===== src/rtl/ft_pkg.sv =====
// ----------------------------------------------------------------------------
// ft_pkg
// Shared definitions for the fault-tolerance supervisor:
//   - byte offsets of the supervisor register map
//   - CTRL register bit indices
//   - ft_unit_status_t: status bundle reported by one triplicated unit
//   - ft_majority_lost(): true when at least two of three copies are broken
// ----------------------------------------------------------------------------
package ft_pkg;

    // Register map, byte offsets
    localparam int unsigned FTS_CTRL     = 32'h00;
    localparam int unsigned FTS_IRQ      = 32'h04;
    localparam int unsigned FTS_SETBRK   = 32'h08;
    localparam int unsigned FTS_BROKEN   = 32'h0C;
    // Counter block: DET_CNT[u] at base+8u, COR_CNT[u] at base+8u+4
    localparam int unsigned FTS_CNT_BASE = 32'h10;

    // CTRL bit indices
    localparam int unsigned FTS_CTRL_IRQ_EN  = 0;
    localparam int unsigned FTS_CTRL_CLR_ALL = 1;

    typedef struct packed {
        logic       det;
        logic       cor;
        logic [2:0] broken;
    } ft_unit_status_t;

    // Two-of-three vote on the breakage flags of one unit
    function automatic logic ft_majority_lost(input logic [2:0] broken);
        return (broken[0] & broken[1]) | (broken[0] & broken[2]) | (broken[1] & broken[2]);
    endfunction

endpackage


===== src/rtl/cv32e40p_ft_sat_counter.sv =====
// ----------------------------------------------------------------------------
// cv32e40p_ft_sat_counter
// Saturating up-counter used for the per-unit event counts.
// Ports:
//   clk    in   core clock
//   rst_n  in   asynchronous active-low reset
//   inc_i  in   count one event this cycle
//   clr_i  in   clear to zero this cycle (beats inc_i)
//   cnt_o  out  current count, sticks at all-ones
// ----------------------------------------------------------------------------
module cv32e40p_ft_sat_counter #(
    parameter int unsigned CNT_W = 16
) (
    input  logic             clk,
    input  logic             rst_n,
    input  logic             inc_i,
    input  logic             clr_i,
    output logic [CNT_W-1:0] cnt_o
);

    logic [CNT_W-1:0] cnt_q;
    logic [CNT_W-1:0] cnt_d;

    always_comb begin
        cnt_d = cnt_q;
        if (clr_i) begin
            cnt_d = '0;
        end else if (inc_i && (cnt_q != {CNT_W{1'b1}})) begin
            cnt_d = cnt_q + 1'b1;
        end
    end

    always_ff @(posedge clk or negedge rst_n) begin
        if (!rst_n) begin
            cnt_q <= '0;
        end else begin
            cnt_q <= cnt_d;
        end
    end

    assign cnt_o = cnt_q;

endmodule


===== src/rtl/cv32e40p_ft_supervisor.sv =====
// ----------------------------------------------------------------------------
// cv32e40p_ft_supervisor
// Collects the FT status of every triplicated unit, counts detected and
// corrected voter mismatches, latches uncorrectable errors and majority loss
// into a W1C status register, drives the forced-broken commands back to the
// units and raises a level interrupt. Registers are reached over a simple
// req/gnt/rvalid slave port with a one-cycle registered response.
// Ports:
//   clk, rst_n             clock, asynchronous active-low reset
//   unit_err_detected_i    per-unit voter mismatch
//   unit_err_corrected_i   per-unit mismatch outvoted
//   unit_is_broken_i       per-unit breakage flags, unit u at [3u+2:3u]
//   set_broken_o           forced-broken commands, same packing
//   req_i/we_i/addr_i/wdata_i   register access request
//   gnt_o/rvalid_o/rdata_o      grant and registered response
//   irq_o                  level interrupt
// ----------------------------------------------------------------------------
module cv32e40p_ft_supervisor #(
    parameter int unsigned N_UNITS = 4,
    parameter int unsigned CNT_W   = 16,
    parameter int unsigned ADDR_W  = 8
) (
    input  logic                 clk,
    input  logic                 rst_n,
    input  logic [N_UNITS-1:0]   unit_err_detected_i,
    input  logic [N_UNITS-1:0]   unit_err_corrected_i,
    input  logic [3*N_UNITS-1:0] unit_is_broken_i,
    output logic [3*N_UNITS-1:0] set_broken_o,
    input  logic                 req_i,
    input  logic                 we_i,
    input  logic [ADDR_W-1:0]    addr_i,
    input  logic [31:0]          wdata_i,
    output logic                 gnt_o,
    output logic                 rvalid_o,
    output logic [31:0]          rdata_o,
    output logic                 irq_o
);

    import ft_pkg::*;

    localparam int unsigned IDX_W = ADDR_W - 2;
    localparam int unsigned SB_W  = 3 * N_UNITS;
    localparam int unsigned ST_W  = 2 * N_UNITS;

    // Architectural state
    logic              irq_en_q,     irq_en_d;
    logic [ST_W-1:0]   irq_status_q, irq_status_d;
    logic [SB_W-1:0]   set_broken_q, set_broken_d;
    logic [SB_W-1:0]   broken_q,     broken_d;
    logic [N_UNITS-1:0] maj_q,       maj_d;
    logic              irq_q,        irq_d;
    logic              rvalid_q,     rvalid_d;
    logic [31:0]       rdata_q,      rdata_d;

    // Bus decode
    logic [IDX_W-1:0]  idx;
    logic              gnt;
    logic              wr_en;
    logic              rd_en;
    logic              hit_ctrl, hit_irq, hit_setbrk, hit_broken;
    logic [N_UNITS-1:0] det_hit, cor_hit;
    logic              clr_all;
    logic [31:0]       rd_mux;

    // Per-unit event view
    ft_unit_status_t   unit_st [N_UNITS];
    logic [N_UNITS-1:0] maj_now;
    logic [N_UNITS-1:0] unc_set;
    logic [ST_W-1:0]   status_set;
    logic [CNT_W-1:0]  det_cnt [N_UNITS];
    logic [CNT_W-1:0]  cor_cnt [N_UNITS];

    // Byte lanes are implied by word alignment; the low address bits and the
    // unused high write-data bits are deliberately ignored.
    logic unused_bits;
    assign unused_bits = ^{addr_i[1:0], wdata_i};

    assign idx   = addr_i[ADDR_W-1:2];
    // Only one access in flight: a new request is held off while a response
    // is being presented.
    assign gnt   = req_i & ~rvalid_q;
    assign wr_en = gnt & we_i;
    assign rd_en = gnt & ~we_i;

    assign hit_ctrl   = (idx == IDX_W'(FTS_CTRL >> 2));
    assign hit_irq    = (idx == IDX_W'(FTS_IRQ >> 2));
    assign hit_setbrk = (idx == IDX_W'(FTS_SETBRK >> 2));
    assign hit_broken = (idx == IDX_W'(FTS_BROKEN >> 2));

    assign clr_all = wr_en & hit_ctrl & wdata_i[FTS_CTRL_CLR_ALL];

    generate
        for (genvar gi = 0; gi < N_UNITS; gi++) begin : g_unit
            assign unit_st[gi] = {unit_err_detected_i[gi],
                                  unit_err_corrected_i[gi],
                                  unit_is_broken_i[3*gi +: 3]};

            assign maj_now[gi] = ft_majority_lost(unit_st[gi].broken);
            assign unc_set[gi] = unit_st[gi].det & ~unit_st[gi].cor;

            assign det_hit[gi] = (idx == IDX_W'((FTS_CNT_BASE >> 2) + 2 * gi));
            assign cor_hit[gi] = (idx == IDX_W'((FTS_CNT_BASE >> 2) + 2 * gi + 1));

            // Any write to a counter address clears it, whatever the data.
            cv32e40p_ft_sat_counter #(
                .CNT_W (CNT_W)
            ) u_det_cnt (
                .clk   (clk),
                .rst_n (rst_n),
                .inc_i (unit_st[gi].det),
                .clr_i (clr_all | (wr_en & det_hit[gi])),
                .cnt_o (det_cnt[gi])
            );

            cv32e40p_ft_sat_counter #(
                .CNT_W (CNT_W)
            ) u_cor_cnt (
                .clk   (clk),
                .rst_n (rst_n),
                .inc_i (unit_st[gi].cor),
                .clr_i (clr_all | (wr_en & cor_hit[gi])),
                .cnt_o (cor_cnt[gi])
            );
        end
    endgenerate

    // Majority loss is edge-triggered so a unit that stays broken does not
    // re-assert its status bit after software clears it.
    assign status_set = {maj_now & ~maj_q, unc_set};

    // Read mux works on the pre-edge state so a read reports what was there
    // before this cycle's events land.
    always_comb begin
        rd_mux = '0;
        if (hit_ctrl) begin
            rd_mux[FTS_CTRL_IRQ_EN] = irq_en_q;
        end
        if (hit_irq) begin
            rd_mux = 32'(irq_status_q);
        end
        if (hit_setbrk) begin
            rd_mux = 32'(set_broken_q);
        end
        if (hit_broken) begin
            rd_mux = 32'(broken_q);
        end
        for (int u = 0; u < N_UNITS; u++) begin
            if (det_hit[u]) begin
                rd_mux = 32'(det_cnt[u]);
            end
            if (cor_hit[u]) begin
                rd_mux = 32'(cor_cnt[u]);
            end
        end
    end

    always_comb begin
        irq_en_d     = irq_en_q;
        set_broken_d = set_broken_q;
        broken_d     = unit_is_broken_i;
        maj_d        = maj_now;
        irq_d        = irq_en_q & (|irq_status_q);
        rvalid_d     = gnt;
        rdata_d      = '0;

        if (wr_en && hit_ctrl) begin
            irq_en_d = wdata_i[FTS_CTRL_IRQ_EN];
        end
        if (wr_en && hit_setbrk) begin
            set_broken_d = wdata_i[SB_W-1:0];
        end

        // Clears are applied first and new events ORed in afterwards, so a
        // status event arriving in the same cycle as a clear survives.
        irq_status_d = irq_status_q;
        if (wr_en && hit_irq) begin
            irq_status_d = irq_status_d & ~wdata_i[ST_W-1:0];
        end
        if (clr_all) begin
            irq_status_d = '0;
        end
        irq_status_d = irq_status_d | status_set;

        if (rd_en) begin
            rdata_d = rd_mux;
        end
    end

    always_ff @(posedge clk or negedge rst_n) begin
        if (!rst_n) begin
            irq_en_q     <= 1'b0;
            irq_status_q <= '0;
            set_broken_q <= '0;
            broken_q     <= '0;
            maj_q        <= '0;
            irq_q        <= 1'b0;
            rvalid_q     <= 1'b0;
            rdata_q      <= '0;
        end else begin
            irq_en_q     <= irq_en_d;
            irq_status_q <= irq_status_d;
            set_broken_q <= set_broken_d;
            broken_q     <= broken_d;
            maj_q        <= maj_d;
            irq_q        <= irq_d;
            rvalid_q     <= rvalid_d;
            rdata_q      <= rdata_d;
        end
    end

    assign gnt_o        = gnt;
    assign rvalid_o     = rvalid_q;
    assign rdata_o      = rdata_q;
    assign irq_o        = irq_q;
    assign set_broken_o = set_broken_q;

endmodule


===== config.mk =====
export PLATFORM = sky130hd
export DESIGN_NAME = cv32e40p_ft_supervisor
export DESIGN_NICKNAME = d
export VERILOG_FILES = /design/src/rtl/ft_pkg.sv /design/src/rtl/cv32e40p_ft_sat_counter.sv /design/src/rtl/cv32e40p_ft_supervisor.sv
export SDC_FILE = /design/constraint.sdc
export NUM_CORES = 1
export LEC_CHECK = 0
export BUFFER_PORTS_ARGS = -buffer_cell sky130_fd_sc_hd__buf_2
export CORE_ASPECT_RATIO = 1.2
export CORE_UTILIZATION = 60
export CTS_BUF_LIST = sky130_fd_sc_hd__clkbuf_8
export DETAILED_ROUTE_END_ITERATION = 8
export GPL_TIMING_DRIVEN = 0
export PLACE_DENSITY = 0.81
export SETUP_SLACK_MARGIN = 0.15
export SLEW_MARGIN = 0
export SYNTH_ARGS = -nofsm -noshare
export SYNTH_HDL_FRONTEND = slang
export SYNTH_HIERARCHICAL = 1
export SYNTH_SLANG_ARGS = --single-unit

===== constraint.sdc =====
create_clock -name clk -period 3.4 [get_ports clk]
set_input_delay 0.34 -clock clk [delete_from_list [all_inputs] [get_ports clk]]
set_output_delay 0.34 -clock clk [all_outputs]
set_load 0.01 [all_outputs]

Word-level counts from Yosys, hierarchy flattened. Index checks and enable logic that the tools add are counted.

Add/subtract/negate cells: 8. Equal/unequal tests: 19. Multiplexer cells: 31. Bitwise gates (word level): 57. Reductions and logical operators: 21.

Operator list (number): two-way mux 32 bit (11); two-way mux 16 bit (16); adder 16 x 1 -> 16 bit, second input constant (8); inequality test 16 bit, second input constant (8); AND 1 bit (30); equality test 6 x 3 -> 1 bit, second input constant (4); equality test 6 x 4 -> 1 bit, second input constant (4); two-way mux 8 bit (3); bitwise OR 1 bit (16); nonzero test 2 bit (8); equality test 6 x 2 -> 1 bit, second input constant (2); logical AND 1 bit (11); AND 8 bit (1); NOT 8 bit (1); bitwise OR 8 bit (1); OR reduction 8 bit (1); equality test 6 x 1 -> 1 bit, second input constant (1); zero test 6 bit (1); NOT 1 bit (6); AND 4 bit (1); NOT 4 bit (1); two-way mux 1 bit (1).

Flip-flop bits (word level): 199. Input port bits: 64. Output and inout bits: 47. Word-level logic and storage cells: 152.

Logic depth before layout (Yosys ltp). Gate-level depths: netlist of the first run.

Word-level depth: 14. Depth in mapped cells: 10. Gate-level depth less buffers: 7.

Hierarchy. The synthesis of the first run kept the hierarchy.

Modules (own cells, without submodules): cv32e40p_ft_sat_counter (instances 8, cells each 98, area an instance 942.2 um2, seq. area each 400.4 um2); cv32e40p_ft_supervisor (instances 1, cells each 381, area an instance 3819.9 um2, seq. area each 1376.3 um2).

Worst setup path before layout of the first run. Ideal clock, no wire load.

Kind: input-to-reg. From: in addr_i[5]. To: reg g_unit[0].u_det_cnt.cnt_q[0]. Setup time: 136 ps. Arrival time: 2225 ps. Data required time: 3264 ps. Slack: 1039 ps. Stages: 10. Path buffers: 5. Cell sequence: buf_6 -> or4_4 -> buf_6 -> nor2_8 -> nand3_4 -> buf_6 -> o21ai_0 -> clkbuf_1 -> clkbuf_1 -> a21oi_1.

Word-level cells in the longest chain between the ends: 5. Elaborated cells between the ends (all ways): 8.

RTL lines: start: declaration (RTL line cv32e40p_ft_supervisor.sv:31) `input logic [ADDR_W-1:0] addr_i,`; zero test 6 bit (RTL line cv32e40p_ft_supervisor.sv:85) `assign hit_ctrl = (idx == IDX_W'(FTS_CTRL >> 2));`; AND 1 bit (2 in series) (RTL line cv32e40p_ft_supervisor.sv:90) `assign clr_all = wr_en & hit_ctrl & wdata_i[FTS_CTRL_CLR_ALL];`; bitwise OR 1 bit * (RTL line cv32e40p_ft_supervisor.sv:111) `.clr_i (clr_all | (wr_en & det_hit[gi])),`; two-way mux 16 bit or nonzero test 2 bit (tied branches); end signal: assignment (RTL line cv32e40p_ft_sat_counter.sv:37) `cnt_q <= cnt_d;`; end: declaration (RTL line cv32e40p_ft_sat_counter.sv:21) `logic [CNT_W-1:0] cnt_q;`.

Mark *: on every way between the ends. The rest lies on a longest branch, timed or not. A chain may end at the register's enable or synchronous reset.

Worst setup path after layout of the first run.
From: reg rvalid_q (netlist: rvalid_o). To: reg g_unit[0].u_cor_cnt.cnt_q[12].

Word-level cells in the longest chain between the ends: 7. Elaborated cells between the ends (all ways): 9.

RTL lines: start: declaration (RTL line cv32e40p_ft_supervisor.sv:52) `logic rvalid_q, rvalid_d;`; start signal: assignment (RTL line cv32e40p_ft_supervisor.sv:206) `rvalid_q <= rvalid_d;`; NOT 1 bit * (RTL line cv32e40p_ft_supervisor.sv:81) `assign gnt = req_i & ~rvalid_q;`; AND 1 bit * (RTL line cv32e40p_ft_supervisor.sv:81); AND 1 bit * (RTL line cv32e40p_ft_supervisor.sv:82) `assign wr_en = gnt & we_i;`; AND 1 bit (2 in series) (RTL line cv32e40p_ft_supervisor.sv:90); bitwise OR 1 bit * (RTL line cv32e40p_ft_supervisor.sv:121) `.clr_i (clr_all | (wr_en & cor_hit[gi])),`; two-way mux 16 bit or nonzero test 2 bit (tied branches); end signal: assignment (RTL line cv32e40p_ft_sat_counter.sv:37); end: declaration (RTL line cv32e40p_ft_sat_counter.sv:21).

Marks and branches as above.

==> results.cfg, run 1 <==
[final_layout]
utilization_pct = 68.8
fillers = 1497
nets = 1354
fin_area_um2 = 12600
area_growth_pct = 11.4
drive_gt1_share_pct = 20.0

[route]
dr.pass1.iters = 8
post_drt_wl_per_cell_um = 22.1
drt_iter0_drc = 1259
drc_errors = 0
num_vias = 10645
antenna_left = 0
wl_um = 34200
vias_per_cell = 6.87

[min_path]
hold_end = set_broken_o[8]
min_from = wdata_i[8]
min_path_type = primary input to flip-flop
min_delay_path_depth = 2

[yosys]
ys_seq_area_share_pct = 40.3
synth_compound_area_share_pct = 19.8
synth-simple-area-share_pct = 25.6
synth_seq_cells = 183
synthMostInstantiatedCell = dfrtp_1
ys.flop_type = dfrtp_1
synth.top_cell.area_share_pct = 40.3
synth-async-reset-ratio_pct = 100
synth.distinct_cells = 72
synth_area_leaders = dfrtp_1 (40%), a21oi_1 (5.0%), o31ai_1 (3.8%), mux2_1 (3.2%), nand4_1 (2.8%)
synth_xor_area_share_pct = 0
yosysWarnings = 6
synth_top_area_cell = dfrtp_1
synthesis.instances = 1165
synth_top_family_by_area = simple AND/OR/NAND/NOR gates
synth_edf_count = 0
netlist_area_um2 = 11400
synth-adder-area-share_pct = 1.23
avgSynthCellArea_um2 = 9.75
synth_common_cells = dfrtp_1 (183), a21oi_1 (113), nand2_1 (72), o31ai_1 (58), nand4_1 (51)
synth.area.mux_share_pct = 6.96

[setup_path]
r2r_slack_ps = 530
rr_worst_depth = 7
r2r-start = rvalid_o
cp_common_cell = clkbuf_1
path_cells = nor2b_1 -> nand2_1 -> buf_1 -> o31ai_1 -> clkbuf_1 -> clkbuf_1 -> a21oi_1
critPathSlowestCell = clkbuf_1
r2r-end = g_unit[0].u_cor_cnt/cnt_o[12]
crit_family = buffers and inverters
critPathArrivalTime_ps = 3230
cp-end-kind = flip-flop
required_ps = 3750
path_class = flip-flop to flip-flop
max_stage_delay_ps = 440
cp_max_fo = 10
critPathBufInv = 3
cp-start-kind = flip-flop

[global_routing]
grtUsageTotal_pct = 36.1
grt_pass1_wl_um = 54800
grt_max_degree = 100
grt_pass1_vias = 10250
overflow = 0
antenna_found_initial = 2

[floorplan]
core_region_area_um2 = 18400
rows = 54
die_width_um = 128
dieArea_um2 = 19500
io_pins = 111
dieHeight_um = 153
initial_utilization_pct = 61.8

[pwr]
power_leakage_nw = 5.23
irDropWorstVdd_mv = 0.316
power_density_nw_per_um2 = 492

[cts]
cts_sinks = 183
clock_latency_ps = 500
cts_buffer_depth = 2
path_clk_slew_ps = 110
clock-root-buffer = clkbuf_8
cts_tree = done
cts_buffers = 17
cts_htree_levels = 4

[sta]
timing.hold.ws_ps = 75.3
tightest_slew_ps = 775
drv_slew = 0
min_period_over_period_pct = 84.6
period_needed_ps = 2870
fmax_mhz = 348
slew_headroom_pct = 48.3
fin_setup_tns_ps = 0
finalSetupViolations = 0
hold_viol = 0
rsz0062_at_grt = no
skew_ps = 17.7

[outcome]
status = finished clean

[placement]
gp_congestion = 0.985
placed_area_um2 = 12100
post-dp-hpwl_um = 24700
port_buffers = 69

[job]
drv_cap = 0
-- per-layer routing --
layer	vias to the layer above	GRT usage, %	part of all wire, %
li1	4756	-	-
met1	5208	44.9	38
met4	0	18.7	4.5
met5	-	0	0
met2	554	59.2	49
met3	127	7.30	8.2
-- layout by cell type, fill, tap and decap left out, types with 16 or more instances in the layout --
master,count
or4_1,40
clkbuf_1,38
a21oi_1,113
inv_1,34
and3_1,20
nand3_1,27
dfrtp_1,183
buf_2,77
or3_1,18
mux2i_1,19
and4_2,16
conb_1,16
buf_6,16
o21ai_0,34
clkbuf_8,18
nand2_1,72
buf_4,18
mux2_1,32
nand4_1,51
or4_2,16
nor2_1,42
o31ai_1,58
o21ai_1,25
nor4_1,35
nor2b_1,39
-- layout make-up --
cell class	count	area [um^2]	share of cell area, %
multi-input combinational	875	6150	48.6
sequential	183	4580	36.2
buffer	88	558	4.41
timing repair buffer	83	513	4.06
tap	252	315	2.49
clock buffer	18	248	1.96
clock inverter	14	154	1.22
inverter	34	128	1.01
antenna	2	5.00	0.0396
-- kinds of logic (layout without fill, tap and decap cells) --
group,Yosys count,in the layout
and+or+nand+nor,445,445
AOI/OAI and AO/OA,333,333
DFF,183,183
buffers and inverters,122,237
muxes,69,69
adders and majority gates,12,12
other,1,18
-- worst register-to-register path, cell delays in order (launching register included) --
cell and delay, ps:
dfrtp_1 390, nor2b_1 350, nand2_1 270, buf_1 400
o31ai_1 380, clkbuf_1 410, clkbuf_1 440, a21oi_1 90
-- state kept, by name, indices dropped and copies added (netlist names), 4 cells and up --
name / count
irq_status_q: 8
g_unit.u_cor_cnt/cnt_o: 64
maj_q: 4
rdata_o: 16
set_broken_o: 12
broken_q: 12
g_unit.u_det_cnt/cnt_o: 64
-- how the worst max path moves through the flow --
| stage | slack, ps | end | startpoint | cells past startpoint |
|---|---|---|---|---|
| 2_1_floorplan | 1040 | g_unit[0].u_det_cnt/cnt_o[0] | addr_i[5] | 10 |
| 3_3_place_gp | -960 | g_unit[1].u_det_cnt/cnt_o[1] | rst_n | 1 |
| 3_5_place_dp | 440 | g_unit[3].u_cor_cnt/cnt_o[8] | addr_i[4] | 9 |
| 4_1_cts | 610 | g_unit[0].u_cor_cnt/cnt_o[12] | rvalid_o | 7 |
| 5_1_grt | 380 | g_unit[0].u_cor_cnt/cnt_o[12] | rvalid_o | 7 |
| 6_report | 530 | g_unit[0].u_cor_cnt/cnt_o[12] | rvalid_o | 7 |
-- report_power, final --
group	switching (mW)	total (mW)	internal (mW)
Sequential	0.906	3.50	2.60
Combinational	0.648	1.23	0.581
Clock	0.926	1.50	0.572
Total	2.48	6.23	3.75
-- through the flow --
| step | setup slack (ps) | power (mW) | cells |
|---|---|---|---|
| after floorplan | 1040 | 4.06 | 1180 |
| after CTS | 608 | 6.20 | 1547 |
| final | 525 | 6.23 | 1549 |
| after global placement | -956 | 4.62 | 1501 |
| after detailed placement | 438 | 4.70 | 1502 |
| after global routing | 379 | 6.53 | 1549 |
-- timing repair --
item | CTS | global route
setup buffers | 0 | 0
hold endpoints to repair | 96 | 0
resized for setup | 0 | 0
hold buffers | 13 | 0
No activity file was read; power rests on OpenSTA's default activity.
==> run 2, diff against run 1 <==
==> constraint.sdc (replaced) <==
create_clock -name clk -period 3 [get_ports clk]
set_input_delay 0.3 -clock clk [delete_from_list [all_inputs] [get_ports clk]]
set_output_delay 0.3 -clock clk [all_outputs]
set_load 0.01 [all_outputs]
==> run 2 against run 1 <==
Critical path depth did not move; sequential share of layout area barely moved; first-iteration DRC count increased by 3.4%; global-route usage did not move; critical endpoint is now g_unit[2].u_cor_cnt/cnt_o[9].
==> results.cfg, run 2 (synthesized netlist as in run 1, its figures left out) <==
[setup_path]
critPathSlowestCell = clkbuf_1
cp-end-kind = flip-flop
r2r-start = rvalid_o
crit_end = g_unit[2].u_cor_cnt/cnt_o[9]
critPathArrivalTime_ps = 3080
max_stage_delay_ps = 440
cp-start-kind = flip-flop
required_ps = 3370
path_class = flip-flop to flip-flop
rr_worst_depth = 7
cp-startpoint = rvalid_o
r2r-end = g_unit[2].u_cor_cnt/cnt_o[9]
r2r_slack_ps = 280
cp_max_fo = 10
path_cells = nor2b_1 -> nand2_1 -> buf_1 -> o21ai_0 -> clkbuf_1 -> nor2_1 -> mux2_1

[floorplan]
dieArea_um2 = 19500
rows = 54
dieHeight_um = 153
die_width_um = 128
core_region_area_um2 = 18400
initial_utilization_pct = 61.8
io_pins = 111

[sta]
fin_setup_tns_ps = 0
fin_ws_ps = 284
period_needed_ps = 2720
fmax_mhz = 368
hold_viol = 0
finalSetupViolations = 0
tightest_slew_ps = 778
rsz0062_at_grt = no
slew_headroom_pct = 48.1
min_period_over_period_pct = 90.5
drv_slew = 0
skew_ps = 18.0

[final_layout]
final_common_cell = dfrtp_1
instances_no_fill = 1549
final_cell_mix = dfrtp_1 (183), a21oi_1 (113), buf_2 (77)
area_growth_pct = 11.5
nets = 1354
fin_area_um2 = 12700
drive_gt1_share_pct = 20.7

[cts]
cts_tree = done
path_clk_slew_ps = 110
cts_buffer_depth = 2
clock_latency_ps = 490
clock-root-buffer = clkbuf_8
cts_sinks = 183
cts_htree_levels = 4
cts_buffers = 17

[outcome]
status = finished clean

[placement]
dp_slack_ps = 78.2
gp_congestion = 0.985
placed_area_um2 = 12100
port_buffers = 69
post-dp-hpwl_um = 24700
dpl.cell_count = 1502

[route]
wl_um = 34100
vias_per_cell = 6.89
drt_iter0_drc = 1302
dr.pass1.iters = 8
num_vias = 10669
antenna_left = 0
drc_errors = 0
post_drt_wl_per_cell_um = 22.0

[pwr]
power_leakage_nw = 5.26
power.total_mw = 7.06
irDropWorstVdd_mv = 0.362
power_density_nw_per_um2 = 558

[global_routing]
grt_max_degree = 100
grt_pass1_vias = 10250
grtUsageTotal_pct = 36.1
antenna_found_initial = 2
grt_pass1_wl_um = 54800
overflow = 0

[min_path]
min_path_type = primary input to flip-flop

[job]
drv_cap = 0
==> run 2: worst max-delay path, delay by kind of cell, from the launching register on <==
kind	cells	cell delay, ps
buf+inv	2	840
mux	1	310
simple gates	3	700
flops	1	390
compound gates	1	340
==> run 2: worst min-delay path by stage <==
stage | startpoint | end | cells past startpoint
2_1_floorplan | rst_n | broken_q[0] | 0
3_3_place_gp | unit_is_broken_i[5] | broken_q[5] | 1
3_5_place_dp | rst_n | g_unit[3].u_det_cnt/cnt_o[3] | 1
4_1_cts | wdata_i[10] | set_broken_o[10] | 2
5_1_grt | wdata_i[8] | set_broken_o[8] | 2
6_report | wdata_i[10] | set_broken_o[10] | 2
==> run 2: power breakdown <==
| group | total (mW) | internal, mW | switching, mW |
|---|---|---|---|
| logic | 1.39 | 0.659 | 0.733 |
| registers | 3.97 | 2.94 | 1.03 |
| clock network | 1.69 | 0.648 | 1.05 |
| total | 7.06 | 4.25 | 2.81 |
==> run 2: stage by stage <==
| step | hold slack (ps) | util (%) |
|---|---|---|
| after global placement | 425 | 65.7 |
| after floorplan | 4.41 | - |
| final | 33.0 | 68.9 |
| after CTS | 23.0 | 68.8 |
| after global routing | 33.8 | 68.9 |
| after detailed placement | 330 | 65.9 |
==> run 2: repair_timing <==
item	in CTS	in global routing
hold buffers	13	0
setup buffers	0	0
resized for setup	0	19
endpoints found under the hold margin	96	0
setup endpoints to repair	0	86
==> run 2: layout make-up <==
cell class	count	area, um^2
clock inverter	14	154
antenna	2	5.00
fill	1496	5720
tap	252	315
clock buffer	18	248
multi-input combinational	875	6150
timing repair buffer	83	513
inverter	34	128
buffer	88	569
sequential	183	4580
==> run 2: routing by layer <==
metal | share of wire [%] | wire, um | global-route usage (%) | vias to the layer above
met5 | 0 | 0 | 0 | -
met4 | 4.7 | 1600 | 18.7 | 0
met3 | 8.5 | 2890 | 7.30 | 128
met2 | 49 | 16700 | 59.2 | 588
met1 | 38 | 13000 | 44.9 | 5204
li1 | - | - | - | 4749
